**config.mk**
```make
export PLATFORM = sky130hd
export DESIGN_NAME = ofdm_demodulator
export DESIGN_NICKNAME = d
export VERILOG_FILES = /design/src/rtl/ofdm_pkg.sv /design/src/rtl/qam16_slicer.sv /design/src/rtl/ofdm_demodulator.sv
export SDC_FILE = /design/constraint.sdc
export NUM_CORES = 2
export LEC_CHECK = 0
export BUFFER_PORTS_ARGS = -buffer_cell sky130_fd_sc_hd__buf_4
export CAP_MARGIN = 20
export CORE_UTILIZATION = 48
export CTS_BUF_LIST = sky130_fd_sc_hd__clkbuf_16
export DETAILED_ROUTE_END_ITERATION = 16
export MAX_ROUTING_LAYER = met4
export PLACE_DENSITY = 0.68
export SYNTH_ARGS = -nofsm -noshare
export SYNTH_HDL_FRONTEND = slang
export SYNTH_HIERARCHICAL = 1
export SYNTH_SLANG_ARGS = --single-unit
```
**constraint.sdc**
```tcl
create_clock -name clk -period 20.5 [get_ports clk]
set_clock_uncertainty 0.15 [all_clocks]
set_input_delay 1.025 -clock clk [delete_from_list [all_inputs] [get_ports clk]]
set_output_delay 1.025 -clock clk [all_outputs]
set_load 0.02 [all_outputs]
```
**src/rtl/ofdm_pkg.sv**
```systemverilog
// Shared OFDM definitions: FSM state codes, Q14 twiddle constants and LUT,
// and the 16-QAM Gray level codes used by both modulator and demodulator.
package ofdm_pkg;

    localparam int N_SC = 8;

    localparam logic [1:0] ST_LOAD    = 2'd0;
    localparam logic [1:0] ST_COMPUTE = 2'd1;
    localparam logic [1:0] ST_OUTPUT  = 2'd2;

    localparam logic signed [15:0] Q14_ONE = 16'sd16384;
    localparam logic signed [15:0] Q14_R2  = 16'sd11585;
    localparam logic signed [15:0] Q14_Z   = 16'sd0;

    localparam logic [1:0] QAM_LVL_M3 = 2'b00;
    localparam logic [1:0] QAM_LVL_M1 = 2'b01;
    localparam logic [1:0] QAM_LVL_P1 = 2'b11;
    localparam logic [1:0] QAM_LVL_P3 = 2'b10;

    typedef struct packed {
        logic signed [15:0] c;
        logic signed [15:0] s;
    } twiddle_t;

    // cos/sin of 2*pi*m/8 in Q14
    function automatic twiddle_t twiddle(input logic [2:0] m);
        twiddle_t t;
        case (m)
            3'd0:    begin t.c = Q14_ONE;  t.s = Q14_Z;    end
            3'd1:    begin t.c = Q14_R2;   t.s = Q14_R2;   end
            3'd2:    begin t.c = Q14_Z;    t.s = Q14_ONE;  end
            3'd3:    begin t.c = -Q14_R2;  t.s = Q14_R2;   end
            3'd4:    begin t.c = -Q14_ONE; t.s = Q14_Z;    end
            3'd5:    begin t.c = -Q14_R2;  t.s = -Q14_R2;  end
            3'd6:    begin t.c = Q14_Z;    t.s = -Q14_ONE; end
            3'd7:    begin t.c = Q14_R2;   t.s = -Q14_R2;  end
            default: begin t.c = Q14_ONE;  t.s = Q14_Z;    end
        endcase
        return t;
    endfunction

endpackage

```
**src/rtl/qam16_slicer.sv**
```systemverilog
// Per-axis 16-QAM decision: maps a full-precision DFT bin value to a Gray
// level code; exact boundaries resolve toward the larger level.
module qam16_slicer
    import ofdm_pkg::*;
#(
    parameter int ACC_W = 36
) (
    input  logic [ACC_W-1:0] value,
    input  logic [ACC_W-1:0] thr,
    output logic [1:0]       code
);

    localparam logic signed [ACC_W-1:0] ZERO = '0;

    logic signed [ACC_W-1:0] v_s;
    logic signed [ACC_W-1:0] t_s;

    // Four-region threshold compare
    always_comb begin
        v_s  = $signed(value);
        t_s  = $signed(thr);
        code = QAM_LVL_M3;
        if (v_s < -t_s) begin
            code = QAM_LVL_M3;
        end else if (v_s < ZERO) begin
            code = QAM_LVL_M1;
        end else if (v_s < t_s) begin
            code = QAM_LVL_P1;
        end else begin
            code = QAM_LVL_P3;
        end
    end

endmodule

```
**src/rtl/ofdm_demodulator.sv**
```systemverilog
// 8-point OFDM receiver: buffers a frame of samples, runs a sequential
// single-MAC forward DFT, slices every bin to a 16-QAM nibble.
module ofdm_demodulator
    import ofdm_pkg::*;
#(
    parameter int INPUT_WIDTH  = 4,
    parameter int SAMPLE_WIDTH = 16,
    parameter int AMP          = 1
) (
    input  logic                       clk,
    input  logic                       reset,
    input  logic                       in_valid,
    output logic                       in_ready,
    input  logic [SAMPLE_WIDTH-1:0]    in_re,
    input  logic [SAMPLE_WIDTH-1:0]    in_im,
    output logic                       out_valid,
    input  logic                       out_ready,
    output logic [8*INPUT_WIDTH-1:0]   data_out
);

    localparam int ACC_W = SAMPLE_WIDTH + 20;
    localparam logic signed [ACC_W-1:0] THR = ACC_W'(16 * AMP * 16384);

    logic [1:0]              state_r;
    logic [2:0]              n_r;
    logic [2:0]              k_r;
    logic [SAMPLE_WIDTH-1:0] smp_re_r [N_SC];
    logic [SAMPLE_WIDTH-1:0] smp_im_r [N_SC];
    logic signed [ACC_W-1:0] acc_re_r;
    logic signed [ACC_W-1:0] acc_im_r;
    logic [8*INPUT_WIDTH-1:0] data_r;
    logic                    in_ready_r;
    logic                    out_valid_r;

    logic [2:0]              m_s;
    twiddle_t                tw_s;
    logic signed [ACC_W-1:0] xr_s, xi_s, c_s, s_s;
    logic signed [ACC_W-1:0] sum_re_s, sum_im_s;
    logic [1:0]              code_re_s, code_im_s;

    // Complex MAC: operands sign-extended to accumulator width, so no precision loss
    always_comb begin
        m_s  = n_r * k_r;
        tw_s = twiddle(m_s);
        xr_s = ACC_W'($signed(smp_re_r[n_r]));
        xi_s = ACC_W'($signed(smp_im_r[n_r]));
        c_s  = ACC_W'($signed(tw_s.c));
        s_s  = ACC_W'($signed(tw_s.s));
        if (n_r == 3'd0) begin
            sum_re_s = xr_s * c_s + xi_s * s_s;
            sum_im_s = xi_s * c_s - xr_s * s_s;
        end else begin
            sum_re_s = acc_re_r + xr_s * c_s + xi_s * s_s;
            sum_im_s = acc_im_r + xi_s * c_s - xr_s * s_s;
        end
    end

    qam16_slicer #(.ACC_W(ACC_W)) u_slice_re (
        .value (sum_re_s),
        .thr   (THR),
        .code  (code_re_s)
    );

    qam16_slicer #(.ACC_W(ACC_W)) u_slice_im (
        .value (sum_im_s),
        .thr   (THR),
        .code  (code_im_s)
    );

    // Frame FSM: load samples, walk k/n through the DFT, hold result until taken
    always_ff @(posedge clk or negedge reset) begin
        if (!reset) begin
            state_r     <= ST_LOAD;
            n_r         <= 3'd0;
            k_r         <= 3'd0;
            acc_re_r    <= '0;
            acc_im_r    <= '0;
            data_r      <= '0;
            in_ready_r  <= 1'b1;
            out_valid_r <= 1'b0;
            for (int i = 0; i < N_SC; i++) begin
                smp_re_r[i] <= '0;
                smp_im_r[i] <= '0;
            end
        end else begin
            case (state_r)
                ST_LOAD: begin
                    if (in_valid) begin
                        smp_re_r[n_r] <= in_re;
                        smp_im_r[n_r] <= in_im;
                        n_r           <= n_r + 3'd1;
                        if (n_r == 3'd7) begin
                            state_r    <= ST_COMPUTE;
                            in_ready_r <= 1'b0;
                        end
                    end
                end
                ST_COMPUTE: begin
                    acc_re_r <= sum_re_s;
                    acc_im_r <= sum_im_s;
                    n_r      <= n_r + 3'd1;
                    if (n_r == 3'd7) begin
                        data_r[INPUT_WIDTH*k_r +: INPUT_WIDTH] <= {code_re_s, code_im_s};
                        k_r <= k_r + 3'd1;
                        if (k_r == 3'd7) begin
                            state_r     <= ST_OUTPUT;
                            out_valid_r <= 1'b1;
                        end
                    end
                end
                ST_OUTPUT: begin
                    if (out_ready) begin
                        state_r     <= ST_LOAD;
                        out_valid_r <= 1'b0;
                        in_ready_r  <= 1'b1;
                    end
                end
                default: begin
                    state_r     <= ST_LOAD;
                    n_r         <= 3'd0;
                    k_r         <= 3'd0;
                    in_ready_r  <= 1'b1;
                    out_valid_r <= 1'b0;
                end
            endcase
        end
    end

    assign in_ready  = in_ready_r;
    assign out_valid = out_valid_r;
    assign data_out  = data_r;

endmodule

```
# --- Word-level counts from Yosys, hierarchy flattened ---
# Memory sizes are Yosys's and may differ from the RTL's.
# Cells that the tools add are included.
op_classes:
  addsub: 9
  n_mul: 5
  div: 0
  magnitude_cmp: 8
  n_eq_ne: 9
  shifts: 2
  n_mux: 37
  n_bitwise: 5
  n_reduce_logical: 11
ops:
  columns: ["operator", "n"]
  rows:
  - ["128-bit bitwise mux", 2]
  - ["16-bit by 16-bit multiplier with 32-bit output", 4]
  - ["36-bit by 32-bit adder with 36-bit output", 3]
  - ["16-bit binary-select mux with 3-bit select", 2]
  - ["16-bit 2-to-1 mux", 5]
  - ["36-bit by 1-bit < comparator with 1-bit output, second input constant", 2]
  - ["36-bit by 19-bit < comparator with 1-bit output, second input constant", 2]
  - ["36-bit by 20-bit < comparator with 1-bit output, second input constant", 2]
  - ["36-bit 2-to-1 mux", 2]
  - ["16-bit demux with 3-bit select", 1]
  - ["36-bit by 32-bit subtractor with 36-bit output", 1]
  - ["5-bit negator with 34-bit output", 1]
  - ["4-bit by 34-bit variable shift with 32-bit output, first input constant", 1]
  - ["4-bit by 34-bit variable part select with 32-bit output", 1]
  - ["32-bit by 32-bit adder with 33-bit output", 1]
  - ["32-bit by 32-bit subtractor with 33-bit output", 1]
  - ["32-bit bitwise mux", 1]
  - ["2-bit 2-to-1 mux", 9]
  - ["2-bit != test, second input constant", 5]
  - ["3-bit case mux with 3 select lines", 1]
  - ["1-bit 2-to-1 mux", 8]
  - ["2-bit AND reduction", 4]
  - ["4-bit AND reduction", 2]
  - ["3-bit by 1-bit adder with 3-bit output, second input constant", 2]
  - ["17 further kinds", 23]
totals:
  ff_bits: 370
  latchBits: 0
  mem_bits_rw: 0
  mem_bits_ro: 256
  inputBits: 36
  mem_count: 1
mem_list:
  columns: ["memory", "depth", "word_bits", "read_ports", "rd_ports_with_merged_regs", "wr", "line_no", "rtl"]
  rows:
  - ["(name not given)", 8, 32, 1, 0, 0, "ofdm_pkg.sv:28", "case (m)"]

# --- Logic depth before layout (Yosys ltp) ---
depth:
  word_depth: 14
  ltp_mapped: 59

# --- Modules after synthesis ---
# Netlist, hierarchy kept.
modules_own_cells:
  columns: ["mod", "instances", "cells_per_inst", "area_per_inst_um2", "seq_area_each_um2"]
  rows:
  - ["ofdm_demodulator", 1, 5832, 58527.4, 9260.1]
  - ["qam16_slicer", 2, 302, 2248.4, 0.0]

# --- Worst setup path before layout ---
# OpenSTA, ideal clock, no wires.
synth_timing:
  path_kind: "reg-to-reg"
  from: "register n_r[1]"
  to: "register data_r[24], in the netlist data_out[24]"
  setup_ns: 0.065
  t_arrival_ns: 12.291
  slack_ns: 7.994
  path_stages_with_launch: 52
  path_buffers: 5
  path_cell_list: "dfrtp_1 -> buf_4 -> buf_2 -> inv_1 -> nor2_1 -> ha_1 -> xor2_4 -> xnor2_2 -> buf_4 -> clkbuf_1 -> buf_1 -> nand2_1 -> fa_1 -> fa_1 -> fa_1 -> inv_1 -> ha_1 -> fa_1 -> (+16 left out) -> nand2_1 -> a211o_1 -> a221o_1 -> and3_1 -> a211oi_1 -> a21oi_1 -> o22ai_1 -> o21ai_0 -> xnor2_1 -> o211ai_1 -> ha_1 -> inv_1 -> a2111oi_0 -> o21ai_0 -> a22o_1 -> nor3_1 -> and3_1 -> mux2_2"
synth_via:
  elab_chain_len: 14
  elab_cells_between_ends: 38
  classes_between: "6 x add/sub; 5 x mul; 6 x order compare; 1 x eq/ne; 1 x shift; 15 x mux; 1 x bitwise; 2 x reduce/logical; 1 x memory"
synth_rtl:
  columns: ["item", "line_no", "rtl"]
  rows:
  - ["start: declaration", "ofdm_demodulator.sv:25", "logic [2:0] n_r;"]
  - ["start signal: assignment", "ofdm_demodulator.sv:91", "n_r <= n_r + 3'd1;"]
  - ["start signal: assignment", "ofdm_demodulator.sv:101", "n_r <= n_r + 3'd1;"]
  - ["parallel branches: the longest is 7 deep, another holds 36-bit by 32-bit adder with 36-bit output", null, null]
  - ["36-bit 2-to-1 mux *", "ofdm_demodulator.sv:49", "if (n_r == 3'd0) begin"]
  - ["named net sum_im_s[35]", "ofdm_demodulator.sv:38", "logic signed [ACC_W-1:0] sum_re_s, sum_im_s;"]
  - ["36-bit by 20-bit < comparator with 1-bit output", "qam16_slicer.sv:27", "end else if (v_s < t_s) begin"]
  - ["1-bit 2-to-1 mux", "qam16_slicer.sv:27", null]
  - ["2-bit 2-to-1 mux", "qam16_slicer.sv:25", "end else if (v_s < ZERO) begin"]
  - ["2-bit 2-to-1 mux *", "qam16_slicer.sv:23", "if (v_s < -t_s) begin"]
  - ["named net code_im_s[0]", "ofdm_demodulator.sv:39", "logic [1:0] code_re_s, code_im_s;"]
  - ["4-bit by 34-bit variable part select with 32-bit output *", "ofdm_demodulator.sv:103", "data_r[INPUT_WIDTH*k_r +: INPUT_WIDTH] <= {code_re_s, code_im_s};"]
  - ["32-bit bitwise mux *", "ofdm_demodulator.sv:103", null]
  - ["end signal: indexed assignment", "ofdm_demodulator.sv:103", null]
  - ["end: declaration", "ofdm_demodulator.sv:31", "logic [8*INPUT_WIDTH-1:0] data_r;"]
# Mark *: on every way through the listed nets, which the timed path passes. The select of a mux whose other input is x is not followed.
# A chain may end at the register's enable or synchronous reset.

# --- Worst setup path after layout ---
# Ends and elaborated chain as after synthesis.

==> impl_metrics.csv <==
group,metric,value,unit
run_status,status,"finished, final reports clean",
timing,rsz0062_at_grt,"no",
synthesis,async_flop_share,1.00,
timing,timing.fmax,66.5,MHz
final_layout,nets,8397,
timing,relSlewSlack,0.138,
clocking,postCtsSetupBuffers,0,
synthesis,yosys.area_share.simple,0.0986,
clocking,postCtsHoldBufs,0,
synthesis,yosys_warnings,6,
route,drt_iter0_markers,3220,
placement,hpwl,148000,um
final_layout,design_area,68000,um2
floorplanning,die_y,364,um
route,routed_wirelength,176000,um
floorplanning,num_rows,132,
route,viasPerCell,5.50,
clocking,cts_sinks,370,
critical_path,end_kind,"flop",
critical_path,crit_type,"reg -> reg",
final_layout,fin_cells,8478,
floorplanning,die_w,364,um
synthesis,synth_edf_count,0,
synthesis,synthMuxAreaShare,0.0629,
route,vias,46629,
global_route,grt_pass1_wl,276000,um
synthesis,ys_seq_area_frac,0.147,
critical_path,path_delay_family,"adder cells",
run,drv_cap,0,
clocking,htree_num_levels,2,
synthesis,synth-main-ff-cell,"dfrtp_1",
synthesis,synth-xor-area-share,0.0501,
route,routedWlPerCell,20.8,um
clocking,ctsLongestPathBuffers,3,
final_layout,drive_above_1_share,0.0948,
timing,period_minus_slack,15.03,ns
final_layout,fill_cells,11932,
global_route,grt_max_degree,190,
critical_path,slowest_delay,0.75,ns
synthesis,ys_seq_elements,370,
placement,dp_slack,5.44,ns
global_route,gr-total-overflow,0,
clocking,numCtsBuffers,44,
clocking,cts_tree,"yes",
synthesis,synth_cell_types,114,
min_path,min-delay-path-class,"in -> async",
critical_path,cp.required,20.95,ns
critical_path,path_buf_inv,7,
final_layout,layout_common_cells,"inv_1, fa_1, ha_1",
synthesis,synth_top_family_by_area,"adder cells",
synthesis,syn_inst,6436,
floorplanning,num_io_pins,70,
timing,tightestPinTransition,1.26,ns
timing,finalMaxSlewViolations,0,
critical_path,cp_slowest_cell,"dfrtp_1",
synthesis,synth_compound_area_frac,0.104,
critical_path,cp.arrival,15.48,ns
timing,tns,0,ns
clocking,clock-root-buffer,"clkbuf_16",
global_route,grt_use_total,0.280,
critical_path,crit_fanout,36,
clocking,cts.repair.resized,0,
critical_path,crit_top_cell,"fa_1",
placement,port_buffers,69,
clocking,clock_latency,0.66,ns
synthesis,syn_area,63000,um2
floorplanning,initial_core_util,0.485,
floorplanning,dieArea,133000,um2
placement,placed_cell_area,66600,um2
timing,postLayoutSetupSlackWorst,5.47,ns
final_layout,final_common_cell,"inv_1",
final_layout,syn_to_final_growth,7.91,%
timing,finalCritPeriodShare,0.733,
synthesis,avgSynthCellArea,9.79,um2
global_route,antenna_found_initial,6,
timing,hold_viol,0,
floorplanning,core-area,130000,um2
placement,gp_congestion,1.00,
route,dr.pass1.iters,6,
route,drc,0,
placement,dp_cells,8388,
synthesis,synth_fa_ha_area_frac,0.453,
global_route,grt_pass1_vias,48489,
route,ant_nets,0,
clocking,path_clk_slew,0.06,ns
critical_path,startpoint_type,"flop",
timing,setup_viol,0,
-- cells by family (layout without fill, tap and decap cells) --
family | Yosys count | in the layout
fa+ha+maj | 1668 | 1668
buf+inv | 1405 | 1485
other cells | 2 | 222
compound gates | 990 | 990
simple gates | 1301 | 1301
xor+xnor | 349 | 349
flops | 370 | 370
mux | 351 | 351
-- sequential cells by signal, indices dropped and copies added, names as in the netlist --
name       cells
data_out      32
state_r        2
in_ready       1
n_r            3
smp_re_r     128
acc_re_r      36
smp_im_r     128
out_valid      1
acc_im_r      36
k_r            3
-- final cells by class --
class | instances | area [um2] | share of cell area
multi-input cells | 4873 | 49300 | 0.725
flip-flops and latches | 370 | 9260 | 0.136
inverters | 1267 | 4760 | 0.0699
well taps | 1742 | 2180 | 0.0320
clock buffers | 44 | 1100 | 0.0162
repair buffers | 139 | 1070 | 0.0157
clock inverters | 35 | 303 | 0.00445
diodes | 8 | 20.0 | 0.000294
-- worst reg2reg max path: cells and delay by family (launching register included) --
kind                       cells  cell delay (ns)
adders and majority gates     11             4.83
AOI/OAI and AO/OA             15             3.64
and+or+nand+nor                9             2.12
buffers and inverters          7             1.55
xor gates and xnor gates       4             1.07
muxes                          2             0.88
DFF                            1             0.75
-- routing by layer --
metal | wire length, um | part of all wire | up-vias | global-route usage
met3 | 11700 | 0.067 | 307 | 0.0460
met5 | 0 | 0 | - | -
met4 | 6710 | 0.038 | 0 | 0.0949
met1 | 73300 | 0.42 | 23624 | 0.358
met2 | 84300 | 0.48 | 1408 | 0.451
li1 | - | - | 21290 | -
-- synth_stat cells, types with 8 or more instances --
library cell | count | area, um2
or3_1 | 22 | 138
o31a_1 | 9 | 78.8
inv_1 | 1265 | 4750
xnor2_1 | 254 | 2220
nor4_1 | 31 | 194
o2111ai_1 | 8 | 70.1
and2_1 | 18 | 113
o21bai_1 | 26 | 195
and4_1 | 13 | 114
mux2i_1 | 18 | 180
o211ai_1 | 14 | 105
buf_1 | 32 | 120
a211o_1 | 11 | 96.3
o21ai_1 | 11 | 55.1
nand3b_1 | 8 | 60.1
or2_2 | 16 | 100
nor2_1 | 367 | 1380
fa_1 | 1021 | 20400
a21o_1 | 133 | 998
a22oi_1 | 51 | 383
a31o_2 | 8 | 70.1
a21oi_1 | 266 | 1330
ha_1 | 645 | 8070
or4_1 | 14 | 105
nand3_1 | 68 | 340
nor2b_1 | 34 | 213
nand4_1 | 50 | 313
nand2b_1 | 54 | 338
o31ai_1 | 14 | 105
a211oi_1 | 27 | 203
nand2_1 | 433 | 1630
o21ai_0 | 154 | 771
o22ai_1 | 60 | 375
a22o_1 | 12 | 105
mux2_2 | 330 | 3720
o21a_1 | 56 | 420
a21boi_0 | 17 | 128
clkbuf_1 | 93 | 349
dfrtp_1 | 369 | 9230
xor2_1 | 87 | 762
nor3_1 | 76 | 380
and3_1 | 47 | 294
a31oi_1 | 29 | 181
-- final timing paths --
check | startpoint | endpoint | slack (ns) | cells past startpoint
worst max-delay path | n_r[1] | data_out[24] | 5.47 | 48
worst min-delay path | reset | acc_im_r[0] | 0.22 | 1
worst max register to register | n_r[1] | data_out[24] | 5.47 | 48
worst min register to register | acc_im_r[0] | acc_im_r[0] | 0.34 | 2
max in group asynchronous | reset | smp_re_r[37] | 16.82 | 4
min in group clk | acc_im_r[0] | acc_im_r[0] | 0.34 | 2
-- per-stage QoR --
step / hold slack [ns] / utilization
finish: 0.217 / 0.524
global route: 0.264 / 0.524
CTS: 0.226 / 0.524
detailed placement: 0.333 / 0.513
global placement: 0.316 / 0.513
floorplan: 0.300 / -
Power is left out: the tool's default activity adds up to more than one toggle a clock period on the data nets, which glitch-free logic cannot reach.
